--- config.mk ---
export PLATFORM = sky130hd
export DESIGN_NAME = tlc_phase_scheduler
export DESIGN_NICKNAME = d
export VERILOG_FILES = /design/src/rtl/tlc_pkg.sv /design/src/rtl/tlc_dwell_timer.sv /design/src/rtl/tlc_phase_scheduler.sv
export SDC_FILE = /design/constraint.sdc
export NUM_CORES = 1
export LEC_CHECK = 0
export BUFFER_PORTS_ARGS = -buffer_cell sky130_fd_sc_hd__buf_4
export CORE_UTILIZATION = 58
export DETAILED_ROUTE_END_ITERATION = 12
export HOLD_SLACK_MARGIN = 0.08
export PLACE_DENSITY = 0.83
export SYNTH_ARGS = -nofsm -noshare
export SYNTH_HDL_FRONTEND = slang
export SYNTH_HIERARCHICAL = 1
export SYNTH_SLANG_ARGS = --single-unit
--- constraint.sdc ---
create_clock -name clk -period 5.2 [get_ports clk]
set_clock_uncertainty 0.1 [all_clocks]
set_input_delay 0.52 -clock clk [delete_from_list [all_inputs] [get_ports clk]]
set_output_delay 0.52 -clock clk [all_outputs]
set_load 0.03 [all_outputs]
--- src/rtl/tlc_pkg.sv ---
// Shared lamp encodings, phase/state enums, default timing and arbitration helpers
// for the intersection phase scheduler.
package tlc_pkg;

  localparam logic [2:0] LAMP_RED = 3'b100;
  localparam logic [2:0] LAMP_YEL = 3'b010;
  localparam logic [2:0] LAMP_GRN = 3'b001;

  typedef enum logic [1:0] {
    PH_MAIN = 2'd0,
    PH_TURN = 2'd1,
    PH_SIDE = 2'd2
  } phase_t;

  typedef enum logic [1:0] {
    ST_ALLRED = 2'd0,
    ST_GREEN  = 2'd1,
    ST_YELLOW = 2'd2
  } state_t;

  localparam int unsigned DEF_MIN_GREEN = 7;
  localparam int unsigned DEF_MAX_GREEN = 20;
  localparam int unsigned DEF_YELLOW    = 3;
  localparam int unsigned DEF_ALL_RED   = 2;

  function automatic int unsigned max3(int unsigned a, int unsigned b, int unsigned c);
    int unsigned m;
    m = a;
    if (b > m) m = b;
    if (c > m) m = c;
    return m;
  endfunction

  function automatic logic [2:0] lamp_for(state_t st, logic member);
    logic [2:0] l;
    l = LAMP_RED;
    if (member && st == ST_GREEN)  l = LAMP_GRN;
    if (member && st == ST_YELLOW) l = LAMP_YEL;
    return l;
  endfunction

  // Walk k = 3,2,1 so the nearest pending phase after cur (k = 1) wins.
  function automatic phase_t rr_pick(phase_t cur, logic [2:0] pend);
    phase_t      sel;
    int unsigned idx;
    logic [1:0]  i2;
    sel = PH_MAIN;
    for (int unsigned k = 3; k >= 1; k--) begin
      idx = (32'(cur) + k) % 3;
      i2  = idx[1:0];
      if (pend[i2]) sel = phase_t'(i2);
    end
    return sel;
  endfunction

endpackage

--- src/rtl/tlc_dwell_timer.sv ---
// Saturating dwell counter: loads 1 on restart, otherwise counts up to LIMIT while enabled.
module tlc_dwell_timer #(
  parameter int unsigned WIDTH = 5,
  parameter int unsigned LIMIT = 20
) (
  input  logic             clk,
  input  logic             rst,
  input  logic             restart,
  input  logic             enable,
  output logic [WIDTH-1:0] count
);

  always_ff @(posedge clk or negedge rst) begin
    if (!rst) begin
      count <= '0;
    end else if (restart) begin
      count <= WIDTH'(1);
    end else if (enable && (count < WIDTH'(LIMIT))) begin
      count <= count + WIDTH'(1);
    end
  end

endmodule

--- src/rtl/tlc_phase_scheduler.sv ---
// Intersection phase scheduler: round-robin arbitration of detector requests and
// green/yellow/all-red sequencing. Emergency preemption is enabled by `TLC_PREEMPT_EN.
module tlc_phase_scheduler
  import tlc_pkg::*;
#(
  parameter int unsigned MIN_GREEN = DEF_MIN_GREEN,
  parameter int unsigned MAX_GREEN = DEF_MAX_GREEN,
  parameter int unsigned YELLOW    = DEF_YELLOW,
  parameter int unsigned ALL_RED   = DEF_ALL_RED
) (
  input  logic       clk,
  input  logic       rst,
  input  logic [2:0] req,
  input  logic       emerg_req,
  input  logic [1:0] emerg_phase,
  output logic [2:0] light_M1,
  output logic [2:0] light_M2,
  output logic [2:0] light_MT,
  output logic [2:0] light_S,
  output logic [1:0] phase,
  output logic       grant
);

  // Counter is sized for the longest state so yellow/all-red never saturate early.
  localparam int unsigned CNT_MAX = max3(MAX_GREEN, YELLOW, ALL_RED);
  localparam int unsigned DW      = $clog2(CNT_MAX + 1);

  state_t          state, state_nx;
  phase_t          phase_q, phase_nx;
  logic [2:0]      pending, pending_nx;
  logic            grant_nx;
  logic [DW-1:0]   dwell;
  logic [31:0]     dwell_ext;
  logic            own_req, others_wait, green_exit;
  logic            emerg_valid;
  phase_t          emerg_sel;

`ifdef TLC_PREEMPT_EN
  assign emerg_valid = emerg_req && (emerg_phase != 2'd3);
  assign emerg_sel   = phase_t'(emerg_phase);
`else
  logic unused_emerg;
  assign unused_emerg = ^{emerg_req, emerg_phase};
  assign emerg_valid  = 1'b0;
  assign emerg_sel    = PH_MAIN;
`endif

  assign dwell_ext = 32'(dwell);
  assign phase     = phase_q;

  tlc_dwell_timer #(
    .WIDTH (DW),
    .LIMIT (CNT_MAX)
  ) u_dwell (
    .clk     (clk),
    .rst     (rst),
    .restart (state_nx != state),
    .enable  (1'b1),
    .count   (dwell)
  );

  always_comb begin
    own_req = 1'b0;
    case (phase_q)
      PH_MAIN: own_req = req[0];
      PH_TURN: own_req = req[1];
      PH_SIDE: own_req = req[2];
      default: own_req = 1'b0;
    endcase
    // MAIN is the rest phase: it only yields when someone else is waiting.
    others_wait = (phase_q == PH_MAIN) ? (pending[1] | pending[2]) : 1'b1;
    green_exit  = others_wait &&
                  (((dwell_ext >= MIN_GREEN) && !own_req) || (dwell_ext >= MAX_GREEN));
    if (emerg_valid) green_exit = (phase_q != emerg_sel);
  end

  always_comb begin
    state_nx = state;
    phase_nx = phase_q;
    grant_nx = 1'b0;
    case (state)
      ST_ALLRED: begin
        if (dwell_ext >= ALL_RED) begin
          state_nx = ST_GREEN;
          phase_nx = emerg_valid ? emerg_sel : rr_pick(phase_q, pending);
          grant_nx = 1'b1;
        end
      end
      ST_GREEN: begin
        if (green_exit) state_nx = ST_YELLOW;
      end
      ST_YELLOW: begin
        if (dwell_ext >= YELLOW) state_nx = ST_ALLRED;
      end
      default: state_nx = ST_ALLRED;
    endcase
  end

  always_comb begin
    pending_nx = pending;
    for (int unsigned p = 0; p < 3; p++) begin
      if (req[p] && !((state == ST_GREEN) && (32'(phase_q) == p))) pending_nx[p] = 1'b1;
      if (grant_nx && (32'(phase_nx) == p)) pending_nx[p] = 1'b0;
    end
  end

  always_ff @(posedge clk or negedge rst) begin
    if (!rst) begin
      state    <= ST_ALLRED;
      phase_q  <= PH_MAIN;
      pending  <= '0;
      grant    <= 1'b0;
      light_M1 <= LAMP_RED;
      light_M2 <= LAMP_RED;
      light_MT <= LAMP_RED;
      light_S  <= LAMP_RED;
    end else begin
      state    <= state_nx;
      phase_q  <= phase_nx;
      pending  <= pending_nx;
      grant    <= grant_nx;
      light_M1 <= lamp_for(state_nx, (phase_nx == PH_MAIN) || (phase_nx == PH_TURN));
      light_M2 <= lamp_for(state_nx, phase_nx == PH_MAIN);
      light_MT <= lamp_for(state_nx, phase_nx == PH_TURN);
      light_S  <= lamp_for(state_nx, phase_nx == PH_SIDE);
    end
  end

endmodule

Word level (Yosys, flattened, before mapping) --
Cells that the tools add are included.
Storage, ports and cells: word-level logic and storage cells 103, register bits 25
Operators by class: order comparisons 8, eq/ne operators 9, div/mod/pow operators 3, $add $sub $neg 4, reductions and logical operators 32, mux-type cells 35, bitwise gates (word level) 1
Operators with widths (number):
- 32-bit by 2-bit remainder unit with 32-bit output, second input constant | 3
- 3-bit 2-to-1 mux | 8
- 1-bit logical AND | 19
- 2-bit 2-to-1 mux | 8
- 1-bit 2-to-1 mux | 12
- 5-bit by 2-bit greater-or-equal comparator with 1-bit output, second input constant | 2
- 5-bit 2-to-1 mux | 2
- 2-bit by 3-bit less-than comparator with 1-bit output, second input constant | 3
- 2-bit by 1-bit equality test with 1-bit output, second input constant | 4
- 2-bit equality test, second input constant | 4
- 2-bit nonzero test | 4
- 2-bit by 2-bit adder with 3-bit output, second input constant | 2
- 1-bit binary-select mux with 2-bit select | 3
- 2-bit logical NOT | 3
- 2-bit one-hot mux with 3 select lines | 1
- 5-bit by 1-bit adder with 5-bit output, second input constant | 1
- 5-bit by 3-bit greater-or-equal comparator with 1-bit output, second input constant | 1
- 5-bit greater-or-equal comparator, second input constant | 1
- 5-bit less-than comparator, second input constant | 1
- 1-bit logical NOT | 4
- 2-bit by 1-bit adder with 3-bit output, second input constant | 1
- 1-bit one-hot mux with 3 select lines | 1
- 1-bit logical OR | 2
- 2-bit != test | 1
- 1-bit OR | 1

Logic depth before layout (Yosys ltp) --
Gate-level depths: netlist (run 1).
word-level depth 14, depth in mapped cells 8, depth with buffers taken out 8

Modules after synthesis --
The synthesis (run 1) kept the hierarchy.
By module, submodules not included:
- tlc_phase_scheduler | cells an instance 95, instances 1, area an instance 1018.5 µm²
- tlc_dwell_timer | cells an instance 24, instances 1, area an instance 254.0 µm²

Worst setup path after synthesis (run 1) --
OpenSTA, ideal clock, no wires.
path kind reg-to-reg, start point register phase_q[0] (netlist: phase[0]), end point register u_dwell.count[1], arrival time 1.922 ns, library setup time 0.119 ns, cell stages (with the launch flop) 8, required time 4.981 ns, slack 3.059 ns, buffers on the path 0, period minus slack after synthesis 2.141 ns, path through dfrtp_1 inv_2 ha_1 a222oi_1 o221a_2 nor3_1 a21oi_1 o21ba_2
On the way: cells in the longest elaborated chain, start to end 10, elaborated cells between the ends (all ways) 14, classes of those cells eq/ne (3); mux (5); reduce/logical (6)
RTL lines:
- from (decl) | line tlc_phase_scheduler.sv:29 | phase_t phase_q, phase_nx;
- from (signal assigned) | line tlc_phase_scheduler.sv:119 | phase_q <= phase_nx;
- 2-bit equality test (tied with other cells) | line tlc_phase_scheduler.sv:64 | case (phase_q)
- 1-bit one-hot mux with 3 select lines | line tlc_phase_scheduler.sv:64
- 1-bit logical NOT | line tlc_phase_scheduler.sv:73 | (((dwell_ext >= MIN_GREEN) && !own_req) || (dwell_ext >= MAX_GREEN));
- 1-bit logical AND | line tlc_phase_scheduler.sv:73
- 1-bit logical OR | line tlc_phase_scheduler.sv:73
- 1-bit logical AND * | line tlc_phase_scheduler.sv:72 | green_exit = others_wait &&
- 2-bit 2-to-1 mux * | line tlc_phase_scheduler.sv:90 | if (green_exit) state_nx = ST_YELLOW;
- 2-bit one-hot mux with 3 select lines * | line tlc_phase_scheduler.sv:81 | case (state)
- 2-bit != test * | line tlc_phase_scheduler.sv:57 | .restart (state_nx != state),
- 5-bit 2-to-1 mux or 2-bit nonzero test (tied branches)
- to (signal assigned) | line tlc_dwell_timer.sv:19 | count <= count + WIDTH'(1);
- to (decl) | line tlc_dwell_timer.sv:10 | output logic [WIDTH-1:0] count
Mark *: on every way between the ends. The rest lies on a longest branch, timed or not. A chain may end at the register's enable or synchronous reset.

Worst setup path after layout (run 1) --
Same ends and word-level chain as after synthesis.

==> flow_summary.toml, run 1 <==
[clock_network]
ctsHoldBuffers = 1
clk_pin_slew_worst_paths_ns = 0.14
clk_latency_ns = 0.32
clockBufferDepth = 2
cts_resized = 0
cts_root_buf = "clkbuf_4"
post-cts-setup-buffers = 0
htreeDepth = 1
numCtsBuffers = 3
cts_sinks = 25
cts_tree = "yes"

[yosys]
synth_cell_types = 44
ys.flop_type = "dfrtp_1"
synth-edff-count = 0
ys.warnings.count = 6
syn_avg_cell_area_um2 = 10.69
ys_ff_latch = 25
async_flop_share = 1.000
yosys.area.top_type = "dfrtp_1"
synthCells = 119
synth_area_um2 = 1272
synth_top_cell_area_share = 0.4130
synth_seq_area_share = 0.4956
synth_area_leaders = "dfrtp_1, dfstp_2, ha_1, nand2_1, a21oi_1"

[place]
placed_area_um2 = 1475
gp_congestion = 0.8521
hpwlAfterDp_mm = 1.862
portBuffers = 19
pre_cts_slack_ns = 2.964

[drt]
via_count = 1018
drcViolationCount = 0
avgRoutedWirePerCell_um = 14.02
first_iter_violations = 35
routed_wl_mm = 2.481
via_per_inst = 5.751
drt_pass1_iterations = 4
ant_nets = 0

[layout]
nets = 165
regArea_um2 = 630.6
final_layout_size_suffix_gt1_frac = 0.2933
mostFrequentLayoutCells = "dfrtp_1, buf_4, nand2_1, nor2_1, conb_1"
nFillCells = 159
multiInputGateArea_um2 = 625.6
final_area_um2 = 1515
final_common_cell = "dfrtp_1"
n_antenna_cell = 0
area_delta_synth_final_pct = 19.08

[power]
internal_power_mw = 0.5147
ir_drop_mv = 0.3199
p_sw_mw = 0.4540
sw_frac_of_total = 0.4686
pwr-share-seq = 0.346
combPwrFrac = 0.563
leakage_nw = 0.7048
p_clk_frac = 0.091
powerDensity_nw_per_um2 = 639.3

[critical_path]
timing.critical_path.from_type = "flop"
cp_max_fo = 6
worst-setup-path-type = "flop to flop"
crit_arrival_ns = 2.41
crit_path_end_kind = "flop"
r2r-start = "phase[0]"
crit_start = "phase[0]"
required_ns = 5.33

[die]
coreArea_um2 = 2022
fp-row-count = 16
die_w_um = 48.84
die-area_um2 = 2385
ios = 23
chipHeight_um = 48.84
initial_core_util = 0.6293

[global_routing]
grt_antenna_before_repair = 0
grt_pass1_wl_mm = 4.284
overflow = 0
grt_usage = 0.2395
first_global_vias = 973
grt_max_degree = 26

[sta]
worst_slack_ns = 2.917
fin_tns_setup_ns = 0
min_period_ns = 2.283
holdWs_ns = 0.3466
rsz0062_at_grt = "no"
setup_viol = 0
slew_violations = 0
finalHoldViolCount = 0
fmax_mhz = 438.1
finalCritPeriodShare = 0.4390

[min_path]
hold_start = "req[2]"
hold_path_class = "input pin to flop"

[job]
cap_violations = 0

[run_status]
status = "finished, final reports clean"
==> power groups by stage <==
stage,Sequential (mW),Clock [mW],Combinational [mW]
after floorplan,0.403,0,0.325
after global placement,0.333,0,0.521
after detailed placement,0.339,0,0.541
after CTS,0.335,0.0905,0.543
after global routing,0.346,0.0977,0.593
final,0.336,0.0882,0.545
==> routing by layer <==
layer,global-route usage,share of wire,routed length (um),vias up
li1,-,-,-,488
met1,0.3116,0.44,1080,495
met2,0.4005,0.51,1259,30
met3,0.03738,0.042,104,5
met4,0.09804,0.015,36,0
met5,0,0,0,-
==> logic make-up after synthesis <==
kind of cell | share of synthesized area
other | 0.002947
muxes | 0.01672
and+or+nand+nor | 0.1947
DFF | 0.4956
AOI/OAI and AO/OA | 0.1976
adders and majority gates | 0.05900
buffers and inverters | 0.03343
==> state kept, by name, indices dropped and copies added, names as in the netlist <==
register / cells
grant: 1
light_M1: 3
light_M2: 3
light_MT: 3
light_S: 3
pending: 3
phase: 2
state: 2
u_dwell/count: 5
==> cell type report <==
cell class / instances / area share
tap: 27 / 0.02230
sequential: 25 / 0.4162
inverter: 10 / 0.02808
clock inverter: 1 / 0.004955
timing repair buffer: 20 / 0.1007
multi-input combinational: 91 / 0.4129
clock buffer: 3 / 0.01486
==> Yosys cell counts, drive strengths merged (4+ instances only) <==
cell type / count
dfrtp: 21
inv: 10
nand2: 10
nor2: 9
a21oi: 7
ha: 6
and3: 4
dfstp: 4
o21ai: 4
==> critical path: stages, from the launching register on <==
cell and delay, ns:
dfrtp_1 0.48, inv_2 0.09, ha_1 0.27, a222oi_1 0.36, o221a_2 0.30, nor3_1 0.05
a21oi_1 0.33, o21ba_2 0.22
==> path summary, 6_finish.rpt <==
kind,to,slack [ns],depth (start not counted)
max,u_dwell/count[1],2.92,7
min,pending[2],0.35,3
max reg2reg,u_dwell/count[1],2.92,7
min reg2reg,pending[2],0.54,2
max in group asynchronous,light_M2[2],4.20,2
min in group asynchronous,pending[1],0.51,2
==> metrics by stage <==
step	utilization	power [mW]	cells
final	0.7494	0.9687	177
after global placement	0.7296	0.8534	172
after global routing	0.7494	1.037	177
after detailed placement	0.7296	0.8796	172
after floorplan	-	0.7276	126
after CTS	0.7494	0.9694	177
(Power assumes the default switching activity.)
==> inputs of run 2 (changes only) <==
--- a/config.mk
+++ b/config.mk
@@ -5,11 +5,12 @@
 export SDC_FILE = /design/constraint.sdc
 export NUM_CORES = 1
 export LEC_CHECK = 0
+export ABC_AREA = 1
 export BUFFER_PORTS_ARGS = -buffer_cell sky130_fd_sc_hd__buf_4
-export CORE_UTILIZATION = 58
+export CORE_UTILIZATION = 49
 export DETAILED_ROUTE_END_ITERATION = 12
 export HOLD_SLACK_MARGIN = 0.08
-export PLACE_DENSITY = 0.83
+export PLACE_DENSITY = 0.74
 export SYNTH_ARGS = -nofsm -noshare
 export SYNTH_HDL_FRONTEND = slang
 export SYNTH_HIERARCHICAL = 1
==> constraint.sdc (replaced) <==
create_clock -name clk -period 2.1 [get_ports clk]
set_clock_uncertainty 0.1 [all_clocks]
set_input_delay 0.21 -clock clk [delete_from_list [all_inputs] [get_ports clk]]
set_output_delay 0.21 -clock clk [all_outputs]
set_load 0.03 [all_outputs]
==> flow_summary.toml, run 2 <==
[sta]
setup_viol = 0
min_period_ns = 2.024
fmax_mhz = 494.0
finalHoldViolCount = 0
holdWs_ns = 0.09343
finalCritPeriodShare = 0.9639
slew_violations = 0
fin_tns_setup_ns = 0

[yosys]
yosys.area.top_type = "dfrtp_1"
synth_area_um2 = 1343
synthCells = 161
synth_top_cell_area_share = 0.3914
synth_seq_area_share = 0.4697
ys.flop_type = "dfrtp_1"
ys_ff_latch = 25
synth_area_leaders = "dfrtp_1, nand2_1, dfstp_2, ha_1, nand3_1"
yosysMostFrequentCell = "nand2_1"
async_flop_share = 1.000
syn_avg_cell_area_um2 = 8.339
ys.warnings.count = 6
synth-edff-count = 0
synth_commonest_cells = "nand2_1, dfrtp_1, inv_1, nor2_1, nand3_1"
synth_cell_types = 23

[critical_path]
crit_arrival_ns = 2.14
regToRegSetupSlack_ns = 0.08
timing.critical_path.from_type = "flop"
ff2ff_path_depth = 14
worst-setup-path-type = "flop to flop"
required_ns = 2.21
r2r_end = "u_dwell/count[1]"
crit_path_end_kind = "flop"
cp_max_fo = 7
r2r-start = "phase[1]"

[layout]
n_antenna_cell = 0
final_cells = 229
nets = 214
final_common_cell = "nand2_1"
final_layout_size_suffix_gt1_frac = 0.3618
mostFrequentLayoutCells = "nand2_1, buf_4, dfrtp_1, inv_1, nor2_1"
largest_reg_flops = 5
regMostFlops = "u_dwell/count"
nFillCells = 210
area_delta_synth_final_pct = 28.33
final_area_um2 = 1723

[drt]
routed_wl_mm = 2.900
avgRoutedWirePerCell_um = 12.66
drcViolationCount = 0
via_count = 1161
via_per_inst = 5.070
drt_pass1_iterations = 4
first_iter_violations = 18
ant_nets = 0

[clock_network]
cts_sinks = 25
clockBufferDepth = 2
htreeDepth = 1
cts_root_buf = "clkbuf_4"
cts_tree = "yes"
numCtsBuffers = 3
clk_latency_ns = 0.31
clk_pin_slew_worst_paths_ns = 0.13

[die]
initial_core_util = 0.5322
die_w_um = 54.35
fp-row-count = 18
ios = 23
die-area_um2 = 2953
chipHeight_um = 54.35
coreArea_um2 = 2522

[power]
ir_drop_mv = 1.193
leakage_nw = 0.9048
powerDensity_nw_per_um2 = 1886

[global_routing]
grt_antenna_before_repair = 0
grt_usage = 0.2052
grt_max_degree = 26
grt_pass1_wl_mm = 4.312
first_global_vias = 1013
overflow = 0

[place]
portBuffers = 19
placed_area_um2 = 1559
gp_congestion = 0.8737
hpwlAfterDp_mm = 2.029
placedCellCount = 215

[job]
cap_violations = 0

[min_path]
hold_start = "req[1]"
hold_path_class = "input pin to flop"
hold_depth = 3
worst_hold_path.endpoint = "pending[1]"

[run_status]
status = "finished, final reports clean"
## run 2: routing by layer
layer  vias up  track usage  share of wire
met3         2      0.04444          0.042
met5         -            0              0
met1       545       0.2769           0.47
met2        31       0.3394           0.48
met4         0      0.03846         0.0090
li1        583            -              -
## run 2: cells by family (layout without fill, tap and decap cells)
logic type | count (synthesis) | count (layout) | synth area share
flip-flops | 25 | 25 | 0.4697
AO/OA/AOI/OAI | 16 | 16 | 0.07456
AND/OR/NAND/NOR | 90 | 90 | 0.3187
other | 1 | 2 | 0.002793
adder cells (fa/ha/maj) | 6 | 6 | 0.05592
XOR/XNOR | 1 | 1 | 0.006525
buffers and inverters | 22 | 59 | 0.07176
## run 2: cell type report
| class | count | area [um2] | share of cell area |
|---|---|---|---|
| Inverter | 22 | 101.3 | 0.05882 |
| Timing Repair Buffer | 33 | 252.7 | 0.1467 |
| Sequential cell | 25 | 633.1 | 0.3675 |
| Clock buffer | 4 | 26.28 | 0.01525 |
| Multi-Input combinational cell | 115 | 671.9 | 0.3900 |
| Tap cell | 30 | 37.54 | 0.02179 |
## run 2: worst max path at each step
stage	cells after the start	start	slack [ns]	end
6_report	14	phase[1]	0.08	u_dwell/count[1]
5_1_grt	14	phase[1]	-0.04	u_dwell/count[1]
4_1_cts	15	phase[1]	0.08	u_dwell/count[1]
3_5_place_dp	15	phase[1]	0.10	u_dwell/count[1]
3_3_place_gp	15	phase[1]	0.14	u_dwell/count[1]
2_1_floorplan	14	phase[0]	0.03	u_dwell/count[2]
## run 2: worst max-delay path, stage by stage, from the launching register on
cell	delay [ns]
dfrtp_2	0.48
buf_4	0.16
ha_1	0.17
inv_1	0.06
nand2_1	0.06
nand2_1	0.05
nand2_1	0.06
nand2_1	0.08
nand2_2	0.07
a21oi_2	0.16
o21ai_2	0.07
bufinv_8	0.21
nand2_4	0.06
nand3_1	0.07
nand2_1	0.05
## run 2: repair_timing
item	4_1_cts	5_1_grt
hold buffers	2	0
hold endpoints to repair	26	0
gates resized for setup	0	15
endpoints found under the setup margin	0	4
setup buffers	0	8
## run 2: through the flow
step,setup WS [ns],power (mW),util
after floorplan,0.03029,2.252,-
after global placement,0.1373,2.682,0.6181
after detailed placement,0.1003,2.772,0.6181
after CTS,0.08165,2.995,0.6364
after global routing,-0.03949,3.498,0.6830
final,0.07577,3.249,0.6830
## run 2: report_power, final
part | internal [mW] | switching (mW) | total, mW
Combinational | 0.887 | 1.30 | 2.19
Clock | 0.0740 | 0.135 | 0.209
Sequential | 0.683 | 0.168 | 0.851
Total | 1.64 | 1.60 | 3.25
